### config.mk
export PLATFORM = sky130hd
export DESIGN_NAME = intc_flat
export DESIGN_NICKNAME = d
export VERILOG_FILES = /design/src/rtl/intc_pkg.sv /design/src/rtl/intc_if.sv /design/src/rtl/intc_prio.sv /design/src/rtl/intc.sv /design/src/flat_wrapper.sv
export SDC_FILE = /design/constraint.sdc
export NUM_CORES = 1
export LEC_CHECK = 0
export ABC_AREA = 1
export BUFFER_PORTS_ARGS = -buffer_cell sky130_fd_sc_hd__buf_2
export CAP_MARGIN = 20
export CORE_AREA = 2 2 77 57
export CTS_BUF_LIST = sky130_fd_sc_hd__clkbuf_4 sky130_fd_sc_hd__clkbuf_8
export DETAILED_ROUTE_END_ITERATION = 8
export DIE_AREA = 0 0 79 59
export GPL_ROUTABILITY_DRIVEN = 1
export PLACE_DENSITY = 0.74
export REMOVE_ABC_BUFFERS = 1
export SKIP_LAST_GASP = 1
export SYNTH_ARGS = -nofsm -noshare
export SYNTH_HDL_FRONTEND = slang
export SYNTH_SLANG_ARGS = --single-unit
### constraint.sdc
create_clock -name clk -period 2.35 [get_ports clk]
set_clock_uncertainty 0.15 [all_clocks]
set_input_delay 0.3525 -clock clk [delete_from_list [all_inputs] [get_ports clk]]
set_output_delay 0.3525 -clock clk [all_outputs]
set_load 0.02 [all_outputs]
### src/rtl/intc_pkg.sv
// intc_pkg: shared definitions for the priority interrupt controller.
//   LVL_NONE  - level code meaning "no request"
//   OINT_IDLE - active-low OINT_n value presented when nothing is requested
//   state_e   - handshake FSM states
//   prio7     - highest set bit of a 7-bit vector as a 3-bit level (0 = none)
package intc_pkg;

  localparam int unsigned N_LVL     = 7;
  localparam logic [2:0]  LVL_NONE  = 3'd0;
  localparam logic [2:0]  OINT_IDLE = 3'b111;

  typedef enum logic [1:0] {
    IDLE = 2'd0,
    REQ  = 2'd1,
    ACKW = 2'd2
  } state_e;

  // Bit i maps to level i+1; the loop runs upwards so the highest set bit wins.
  function automatic logic [2:0] prio7(input logic [6:0] vec);
    logic [2:0] lvl;
    lvl = LVL_NONE;
    for (int i = 0; i < 7; i++) begin
      if (vec[i]) lvl = 3'(i + 1);
    end
    return lvl;
  endfunction

endpackage

### src/rtl/intc_if.sv
// intc_if: source, software and processor-side signals of the interrupt controller.
//   irq, mask_we, mask_wdata, eoi, IACK_n   - driven into the controller
//   OINT_n, ack_vld, ack_level              - processor-side request/acknowledge outputs
//   pend, isr, mask                         - status readback
// Modport slave is the controller view; master is the driver (system/testbench) view.
interface intc_if;
  import intc_pkg::*;

  logic [N_LVL-1:0] irq;
  logic             mask_we;
  logic [N_LVL-1:0] mask_wdata;
  logic             eoi;
  logic             IACK_n;
  logic [2:0]       OINT_n;
  logic             ack_vld;
  logic [2:0]       ack_level;
  logic [N_LVL-1:0] pend;
  logic [N_LVL-1:0] isr;
  logic [N_LVL-1:0] mask;

  modport master (
    output irq, mask_we, mask_wdata, eoi, IACK_n,
    input  OINT_n, ack_vld, ack_level, pend, isr, mask
  );

  modport slave (
    input  irq, mask_we, mask_wdata, eoi, IACK_n,
    output OINT_n, ack_vld, ack_level, pend, isr, mask
  );

endinterface

### src/rtl/intc_prio.sv
// intc_prio: combinational 7-to-3 priority encoder.
//   vec - request vector, bit i = level i+1
//   lvl - highest level present in vec, 0 when vec is empty
module intc_prio
  import intc_pkg::*;
(
  input  logic [6:0] vec,
  output logic [2:0] lvl
);

  assign lvl = prio7(vec);

endmodule

### src/rtl/intc.sv
// intc: seven-source priority interrupt controller in front of the processor.
//   clk  - clock, all state on rising edge
//   rst  - synchronous active-high reset
//   bus  - intc_if.slave: irq/mask/eoi/IACK_n in; OINT_n, ack_vld/ack_level, pend/isr/mask out
// Rising irq edges latch into pend; the highest unmasked pending level above the
// highest in-service level is presented on OINT_n (active low). An IACK_n low
// sample while presenting retires the request into isr; eoi retires the top isr bit.
module intc
  import intc_pkg::*;
#(
  parameter int unsigned N_SRC = 7
) (
  input logic    clk,
  input logic    rst,
  intc_if.slave  bus
);

  localparam logic [1:0] ST_IDLE = 2'(IDLE);
  localparam logic [1:0] ST_REQ  = 2'(REQ);
  localparam logic [1:0] ST_ACKW = 2'(ACKW);

  logic [1:0]       state_q, state_d;
  logic [2:0]       cur_q, cur_d;
  logic [2:0]       oint_q, oint_d;
  logic             ack_vld_q, ack_vld_d;
  logic [2:0]       ack_lvl_q, ack_lvl_d;
  logic [N_SRC-1:0] irq_q;
  logic [N_SRC-1:0] pend_q, pend_d;
  logic [N_SRC-1:0] isr_q, isr_d;
  logic [N_SRC-1:0] mask_q, mask_d;

  logic [N_SRC-1:0] elig;
  logic [N_SRC-1:0] clr;
  logic [N_SRC-1:0] isr_set;
  logic [N_SRC-1:0] cur_oh;
  logic [N_SRC-1:0] isr_top_oh;
  logic [2:0]       cand;
  logic [2:0]       isr_top;

  assign elig = pend_q & ~mask_q;

  intc_prio u_prio_elig (
    .vec (elig),
    .lvl (cand)
  );

  intc_prio u_prio_isr (
    .vec (isr_q),
    .lvl (isr_top)
  );

  // Level L maps to bit L-1; level 0 shifts the bit out and yields zero.
  assign cur_oh     = N_SRC'(1) << (cur_q - 3'd1);
  assign isr_top_oh = N_SRC'(1) << (isr_top - 3'd1);

  always_comb begin
    state_d   = state_q;
    cur_d     = cur_q;
    clr       = '0;
    isr_set   = '0;
    ack_vld_d = 1'b0;
    ack_lvl_d = ack_lvl_q;

    case (state_q)
      ST_IDLE: begin
        if (cand > isr_top) begin
          state_d = ST_REQ;
          cur_d   = cand;
        end
      end
      ST_REQ: begin
        // The processor acknowledges what it has seen presented, so accepting
        // the acknowledge takes precedence over withdraw and upgrade.
        if (!bus.IACK_n) begin
          clr       = cur_oh;
          isr_set   = cur_oh;
          ack_vld_d = 1'b1;
          ack_lvl_d = cur_q;
          state_d   = ST_ACKW;
        end else if (((mask_q & cur_oh) != '0) || (cur_q <= isr_top)) begin
          state_d = ST_IDLE;
        end else if (cand > cur_q) begin
          cur_d = cand;
        end
      end
      ST_ACKW: begin
        if (bus.IACK_n) state_d = ST_IDLE;
      end
      default: state_d = ST_IDLE;
    endcase

    oint_d = (state_d == ST_REQ) ? ~cur_d : OINT_IDLE;

    // EOI works on the pre-acknowledge isr; the new bit is always above it.
    isr_d = isr_q;
    if (bus.eoi && (isr_top != LVL_NONE)) isr_d = isr_d & ~isr_top_oh;
    isr_d = isr_d | isr_set;

    // A fresh edge on the bit being acknowledged survives the clear.
    pend_d = (pend_q & ~clr) | (bus.irq & ~irq_q);

    mask_d = bus.mask_we ? bus.mask_wdata : mask_q;
  end

  always_ff @(posedge clk) begin
    if (rst) begin
      state_q   <= ST_IDLE;
      cur_q     <= LVL_NONE;
      oint_q    <= OINT_IDLE;
      ack_vld_q <= 1'b0;
      ack_lvl_q <= LVL_NONE;
      irq_q     <= '0;
      pend_q    <= '0;
      isr_q     <= '0;
      mask_q    <= '1;
    end else begin
      state_q   <= state_d;
      cur_q     <= cur_d;
      oint_q    <= oint_d;
      ack_vld_q <= ack_vld_d;
      ack_lvl_q <= ack_lvl_d;
      irq_q     <= bus.irq;
      pend_q    <= pend_d;
      isr_q     <= isr_d;
      mask_q    <= mask_d;
    end
  end

  assign bus.OINT_n    = oint_q;
  assign bus.ack_vld   = ack_vld_q;
  assign bus.ack_level = ack_lvl_q;
  assign bus.pend      = pend_q;
  assign bus.isr       = isr_q;
  assign bus.mask      = mask_q;

endmodule

### src/flat_wrapper.sv
// flat-port wrapper written by rule: the top's interface ports become plain ports
module intc_flat import intc_pkg::*;
#(
  parameter int unsigned N_SRC = 7
)
  (clk, rst, bus_irq, bus_mask_we, bus_mask_wdata, bus_eoi, bus_IACK_n, bus_OINT_n, bus_ack_vld, bus_ack_level, bus_pend, bus_isr, bus_mask);
  intc_if bus_i ();
  input logic clk;
  input logic rst;
  input wire logic [$bits(bus_i.irq)-1:0] bus_irq;
  input wire logic [$bits(bus_i.mask_we)-1:0] bus_mask_we;
  input wire logic [$bits(bus_i.mask_wdata)-1:0] bus_mask_wdata;
  input wire logic [$bits(bus_i.eoi)-1:0] bus_eoi;
  input wire logic [$bits(bus_i.IACK_n)-1:0] bus_IACK_n;
  output wire logic [$bits(bus_i.OINT_n)-1:0] bus_OINT_n;
  output wire logic [$bits(bus_i.ack_vld)-1:0] bus_ack_vld;
  output wire logic [$bits(bus_i.ack_level)-1:0] bus_ack_level;
  output wire logic [$bits(bus_i.pend)-1:0] bus_pend;
  output wire logic [$bits(bus_i.isr)-1:0] bus_isr;
  output wire logic [$bits(bus_i.mask)-1:0] bus_mask;
  assign bus_i.irq = bus_irq;
  assign bus_i.mask_we = bus_mask_we;
  assign bus_i.mask_wdata = bus_mask_wdata;
  assign bus_i.eoi = bus_eoi;
  assign bus_i.IACK_n = bus_IACK_n;
  assign bus_OINT_n = bus_i.OINT_n;
  assign bus_ack_vld = bus_i.ack_vld;
  assign bus_ack_level = bus_i.ack_level;
  assign bus_pend = bus_i.pend;
  assign bus_isr = bus_i.isr;
  assign bus_mask = bus_i.mask;
  intc #(.N_SRC(N_SRC)) u_core (.clk(clk), .rst(rst), .bus(bus_i));
endmodule
==> results of run 1 <==
sequential cells by signal (all words and copies together) (netlist names):
name / flops
u_core.bus.pend: 7
u_core.irq_q: 7
u_core.bus.mask: 7
u_core.bus.ack_level: 3
u_core.state_q: 2
u_core.bus.OINT_n: 3
u_core.cur_q: 3
u_core.bus.isr: 7
u_core.bus.ack_vld: 1
logic make-up (layout without fill, tap and decap cells):
group | after synthesis | after routing | synth area share (%)
compound gates | 49 | 49 | 13.9
buf+inv | 46 | 102 | 9.43
flops | 40 | 40 | 42.2
simple gates | 119 | 119 | 27.8
fa+ha+maj | 10 | 10 | 6.60
layout by cell type (no fill, tap or decap), drive strengths merged:
cell type,count
a21oi,32
nand3b,1
nor2,34
nand2,53
nand4,14
dfxtp,40
inv,38
buf,56
nor3,2
clkbuf,7
nand3,15
o21ai,17
ha,10
bufinv,1
through the flow:
| step | area, sq um | util [%] | hold WS, ps | setup slack (ps) |
|---|---|---|---|---|
| floorplan | 1860 | - | 265 | 190 |
| global placement | 2220 | 57.5 | 317 | 113 |
| detailed placement | 2220 | 57.5 | 325 | 99.6 |
| CTS | 2340 | 60.8 | 120 | 82.5 |
| global route | 2420 | 62.8 | 128 | -18.4 |
| finish | 2420 | 62.8 | 120 | 135 |
layer usage:
layer,share of wire [%],global-route usage (%),vias up
met4,1.5,7.39,0
met2,41,31.5,84
met5,0,0,-
li1,-,-,970
met1,49,30.0,825
met3,8.1,5.03,9
worst max-delay path by stage:
stage                                   from                   end
after floorplan           u_core.bus.mask[1]  u_core.bus.OINT_n[0]
after global placement     u_core.bus.isr[4]  u_core.bus.OINT_n[1]
after detailed placement   u_core.bus.isr[4]  u_core.bus.OINT_n[1]
after CTS                  u_core.bus.isr[4]  u_core.bus.OINT_n[1]
after global routing      u_core.bus.mask[0]  u_core.bus.OINT_n[2]
final                        u_core.cur_q[1]  u_core.bus.OINT_n[1]
power groups by stage:
stage	combinational (mW)	clock [mW]	sequential, mW
after floorplan	0.292	0	0.820
after global placement	0.484	0	0.781
final	0.534	0.605	0.770
after global routing	0.601	0.650	0.776
after CTS	0.495	0.613	0.768
after detailed placement	0.491	0	0.783
cell type report:
| class | count | share of cell area, % |
|---|---|---|
| Multi-Input combinational cell | 178 | 40.2 |
| Inverter | 38 | 5.90 |
| Clock buffer | 7 | 3.98 |
| Clock inverter | 1 | 1.24 |
| Tap cell | 52 | 2.69 |
| Timing Repair Buffer | 56 | 12.6 |
| Sequential cell | 40 | 33.4 |
worst reg2reg max path: stages (launching register included):
cell     delay (ps)
dfxtp_1         490
nor2_1           80
ha_1            420
inv_2           100
nand4_1         100
nand2_1          70
nor2_2          190
nand4_1         190
a21oi_4         240
nand3_2          70
what timing repair did:
action / 4_1_cts / 5_1_grt
endpoints found under the setup margin: 0 / 7
hold endpoints to repair: 0 / 0
buffers inserted: 0 / 2
gates resized for setup: 0 / 21
==> out/results.ini, run 1 <==
[synth]
ys_seq_elements=40
syn_inst=264
synth.distinct_cells=22
synth_edf_count=0
synth_ff_type=dfxtp_1
synthMostInstantiatedCell=nand2_1
synth_common_cells=nand2_1 (53), dfxtp_1 (40), inv_1 (37), nor2_1 (30), a21oi_1 (29)
yosys.area.top_type_share_pct=42.2
synth_area_leaders=dfxtp_1 (42%), nand2_1 (10%), a21oi_1 (7.7%)
synth_top_area_cell=dfxtp_1
synth.yosys.seq_area_share_pct=42.2
ys_warn_count=0
netlist_area_sq_mm=0.00190
postSynthAreaPerCell_sq_um=7.18
async_reset_ff_share_pct=0

[timing]
hold_viol=0
worstMarginPinSlew_ps=499
relSlewSlack_pct=66.7
min_period_ps=2210
slew_viol_final=0
finalSetupTns_ps=0
grt_setup_unrepaired=yes
period_share_pct=94.2
fmax_mhz=452
finalSetupViolations=0

[worst_setup_path]
critical_path.max_stage_delay_ps=490
cp.buffers_inverters=1
start_kind=flip-flop
path_max_fanout=7
crit_arrival_ps=2240
path_common_cell=nand4_1
rr_endpoint=u_core.bus.OINT_n[1]
crit_required_ps=2370
critPathTopFamily=simple AND/OR/NAND/NOR gates
worstPathCellList=nor2_1, ha_1, inv_2, nand4_1, nand2_1, nor2_2, nand4_1, a21oi_4, nand3_2
path_class=reg -> reg
r2r-start=u_core.cur_q[1]
cp-end-kind=flip-flop
path_depth=9
slowest_stage=dfxtp_1
reg2reg_slack_ps=140
worst_r2r_path_depth=9

[clocking]
root_buffer=clkbuf_8
hold_buffers=0
clock_path_buffers=2
path_clk_slew_ps=80
cts_tree=yes
clkLatencyLatePin_ps=290
cts_buffers=5
cts_sinks=40
cts_max_level=2

[route]
vias_per_cell=5.08
ant_nets=0
routed_wl_um=4670
drt_iter0_markers=107
drt_first_pass_iters=4
drc=0
avgRoutedWirePerCell_um=12.5
num_vias=1888

[final_layout]
fin_nets=348
final_cells=372
fillers=363
area_growth_pct=27.5
layout-drive-gt1-share_pct=28.4
n_antenna_cell=0
multiInputGateArea_sq_um=972
ff_latch_area_sq_um=807

[worst_hold_path]
holdCritPathClass=in -> reg
hold_path_startpoint=bus_irq[6]
hold_depth=3
min_to=u_core.irq_q[6]

[floorplan]
coreArea_sq_mm=0.00385
dieHeight_um=59
io-pin-count=47
die_w_um=79
die_area_sq_mm=0.00466
start_util_pct=49.3
rows=19

[global_routing]
grt_antenna_before_repair=0
grt_max_degree=22
grtUsageTotal_pct=21.1
grt_pass1_wl_um=7530
grt_pass1_vias=1713
grt-ovfl-total=0

[placed_design]
place_inst=362
dpl.hpwl_um=3560
portBuffers=46
place.gp.congestion=0.867

[status]
outcome=finished clean

[power_and_ir_drop]
power.total_mw=1.91
p_switching_mw=0.612
vdd_drop_max_v=0.000507
p_per_area_mw_per_mm2=789
p_leak_nw=1.20
swShare_pct=32.0
p_int_mw=1.30
p_clk_share_pct=31.7
pwr-share-seq_pct=40.3
combPwrFrac_pct=28.0

[job]
drv_cap=0

Power figures use the tool's default switching activity.
==> run 2, diff against run 1 <==
--- a/config.mk
+++ b/config.mk
@@ -8,12 +8,12 @@
 export ABC_AREA = 1
 export BUFFER_PORTS_ARGS = -buffer_cell sky130_fd_sc_hd__buf_2
 export CAP_MARGIN = 20
-export CORE_AREA = 2 2 77 57
+export CORE_AREA = 2 2 74 55
 export CTS_BUF_LIST = sky130_fd_sc_hd__clkbuf_4 sky130_fd_sc_hd__clkbuf_8
 export DETAILED_ROUTE_END_ITERATION = 8
-export DIE_AREA = 0 0 79 59
+export DIE_AREA = 0 0 76 57
 export GPL_ROUTABILITY_DRIVEN = 1
-export PLACE_DENSITY = 0.74
+export PLACE_DENSITY = 0.79
 export REMOVE_ABC_BUFFERS = 1
 export SKIP_LAST_GASP = 1
 export SYNTH_ARGS = -nofsm -noshare
==> run 2 against run 1 <==
Die area decreased by 7.1%. Final area increased by 1.8%. Critical endpoint unchanged. Critical path type unchanged. Final cell count unchanged. Highest routed layer unchanged. Combinational power increased by 5.6%. Total power increased by 1.6%.
==> out/results.ini, run 2 (same netlist as run 1, synthesis figures left out) <==
[placed_design]
placed_area_sq_mm=0.00220  ; was 0.00222 sq mm
portBuffers=46  ; unchanged
place.gp.congestion=0.889  ; was 0.867
dpl.hpwl_um=3400  ; was 3560 um

[worst_setup_path]
start_kind=flip-flop  ; unchanged
cp-end-kind=flip-flop  ; unchanged
critical_path.max_stage_delay_ps=340  ; was 490 ps
path_class=reg -> reg  ; unchanged
cp.buffers_inverters=2  ; was 1
slowest_stage=dfxtp_2  ; was dfxtp_1
crit_arrival_ps=2290  ; was 2240 ps
critPathTopFamily=compound AO/OA/AOI/OAI gates  ; was simple AND/OR/NAND/NOR gates
worstPathCellList=nor2_4, inv_2, a21oi_4, nor2_4, buf_4, ha_1, nand2_1, o21ai_1, nand3_2, a21oi_4, nand3_2  ; was nor2_1, ha_1, inv_2, nand4_1, nand2_1, nor2_2, nand4_1, a21oi_4, nand3_2
path_max_fanout=5  ; was 7
crit_required_ps=2380  ; was 2370 ps

[global_routing]
grt_pass1_wl_um=7610  ; was 7530 um
grt_antenna_before_repair=0  ; unchanged
grtUsageTotal_pct=22.2  ; was 21.1%
grt_pass1_vias=1714  ; was 1713
grt-ovfl-total=0  ; unchanged
grt_max_degree=35  ; was 22

[timing]
min_period_ps=2270  ; was 2210 ps
period_share_pct=96.5  ; was 94.2%
worstMarginPinSlew_ps=670  ; was 499 ps
fmax_mhz=441  ; was 452 MHz
finalSetupViolations=0  ; unchanged
grt_setup_unrepaired=yes  ; unchanged
relSlewSlack_pct=55.3  ; was 66.7%
hold_viol=0  ; unchanged
slew_viol_final=0  ; unchanged

[power_and_ir_drop]
vdd_drop_max_v=0.000594  ; was 0.000507 V
swShare_pct=32.9  ; was 32.0%
p_clk_share_pct=31.5  ; was 31.7%
p_per_area_mw_per_mm2=788  ; was 789 mW/mm^2
p_leak_nw=1.20  ; about the same
pwr-share-seq_pct=39.4  ; was 40.3%
p_int_mw=1.30  ; about the same
p_switching_mw=0.639  ; was 0.612 mW
combPwrFrac_pct=29.1  ; was 28.0%
power.total_mw=1.94  ; was 1.91 mW

[final_layout]
final_cell_mix=nand2_1 (49), buf_2 (46), inv_1 (33)  ; was nand2_1 (50), buf_2 (46), inv_1 (36)
area_growth_pct=29.7  ; was 27.5%
fillers=316  ; was 363
design_area_sq_mm=0.00246  ; was 0.00242 sq mm
n_antenna_cell=0  ; unchanged
layout-drive-gt1-share_pct=30.9  ; was 28.4%
fin_nets=348  ; unchanged
final_common_cell=nand2_1  ; unchanged

[route]
vias_per_cell=5.15  ; was 5.08
drt_first_pass_iters=4  ; unchanged
drc=0  ; unchanged
num_vias=1914  ; was 1888
ant_nets=0  ; unchanged
routed_wl_um=4700  ; was 4670 um
drt_iter0_markers=142  ; was 107
avgRoutedWirePerCell_um=12.6  ; was 12.5 um

[clocking]
path_clk_slew_ps=70  ; was 80 ps
root_buffer=clkbuf_8  ; unchanged
clkLatencyLatePin_ps=300  ; was 290 ps
cts_tree=yes  ; unchanged
hold_buffers=0  ; unchanged
clock_path_buffers=2  ; unchanged
cts_buffers=5  ; unchanged
cts_sinks=40  ; unchanged
cts_max_level=2  ; unchanged

[floorplan]
rows=19  ; unchanged
io-pin-count=47  ; unchanged
start_util_pct=51.5  ; was 49.3%
dieHeight_um=57  ; was 59 um
die_area_sq_mm=0.00433  ; was 0.00466 sq mm
coreArea_sq_mm=0.00368  ; was 0.00385 sq mm
die_w_um=76  ; was 79 um

[status]
outcome=finished clean  ; unchanged

[job]
drv_cap=0  ; unchanged

[worst_hold_path]
holdCritPathClass=in -> reg  ; unchanged

[run 2: cell count changes in the layout (fill, tap and decap cells not counted), moves of 2 or more]
cell,delta
dfxtp_1,-3
dfxtp_2,+3
inv_1,-3
inv_2,+3
a21oi_2,-2
a21oi_4,+2
nor2_2,-2
nor2_4,+2
[run 2: timing repair]
| action | in CTS | in global routing |
|---|---|---|
| buffers inserted | 0 | 4 |
| setup endpoints to repair | 0 | 7 |
| gates resized for setup | 0 | 34 |
[run 2: area by class of cell]
class / instances / area, sq um / share of cell area, %
Inverter: 38 / 143 / 5.80
Clock buffer: 7 / 96.3 / 3.91
Multi-Input combinational cell: 178 / 1010 / 41.1
Timing Repair Buffer: 56 / 305 / 12.4
Clock inverter: 1 / 30.0 / 1.22
Sequential cell: 40 / 811 / 32.9
Tap cell: 52 / 65.1 / 2.64
[run 2: power by group through the flow]
stage | registers (mW) | clock network [mW] | logic (mW)
2_1_floorplan | 0.820 | 0 | 0.292
3_3_place_gp | 0.778 | 0 | 0.482
3_5_place_dp | 0.779 | 0 | 0.496
4_1_cts | 0.763 | 0.620 | 0.500
5_1_grt | 0.772 | 0.650 | 0.629
6_report | 0.765 | 0.611 | 0.564
[run 2: metrics by stage]
step                      hold WS, ps  setup WS, ps  utilization (%)  setup TNS [ps]  cells
after CTS                         108          31.8             63.2               0    368
after global placement            319           118             59.7               0    360
after global routing              124         -56.5             66.8            -117    372
after detailed placement          318          75.6             59.7               0    360
final                             112          82.9             66.8               0    372
after floorplan                   265           190                -               0    256
[run 2: worst paths after layout]
| path | from | end | cells after the start | slack [ps] |
|---|---|---|---|---|
| max | u_core.bus.isr[3] | u_core.bus.OINT_n[1] | 11 | 80 |
| min | bus_irq[2] | u_core.irq_q[2] | 3 | 110 |
| max reg2reg | u_core.bus.isr[3] | u_core.bus.OINT_n[1] | 11 | 80 |
| min reg2reg | u_core.bus.isr[6] | u_core.bus.isr[6] | 2 | 330 |
[run 2: worst register-to-register path, delay by kind of cell (launching register included)]
kind,cells,cell delay (ps)
fa+ha+maj,1,280
buf+inv,2,200
simple gates,5,560
flops,1,340
compound gates,3,610
[run 2: layer usage]
metal  global-route usage [%]  wire, um  share of wire [%]
met4                     10.1        88                1.9
met3                     5.38       402                8.5
met1                     30.8      2210                 47
met5                        0         0                  0
met2                     33.3      2000                 43
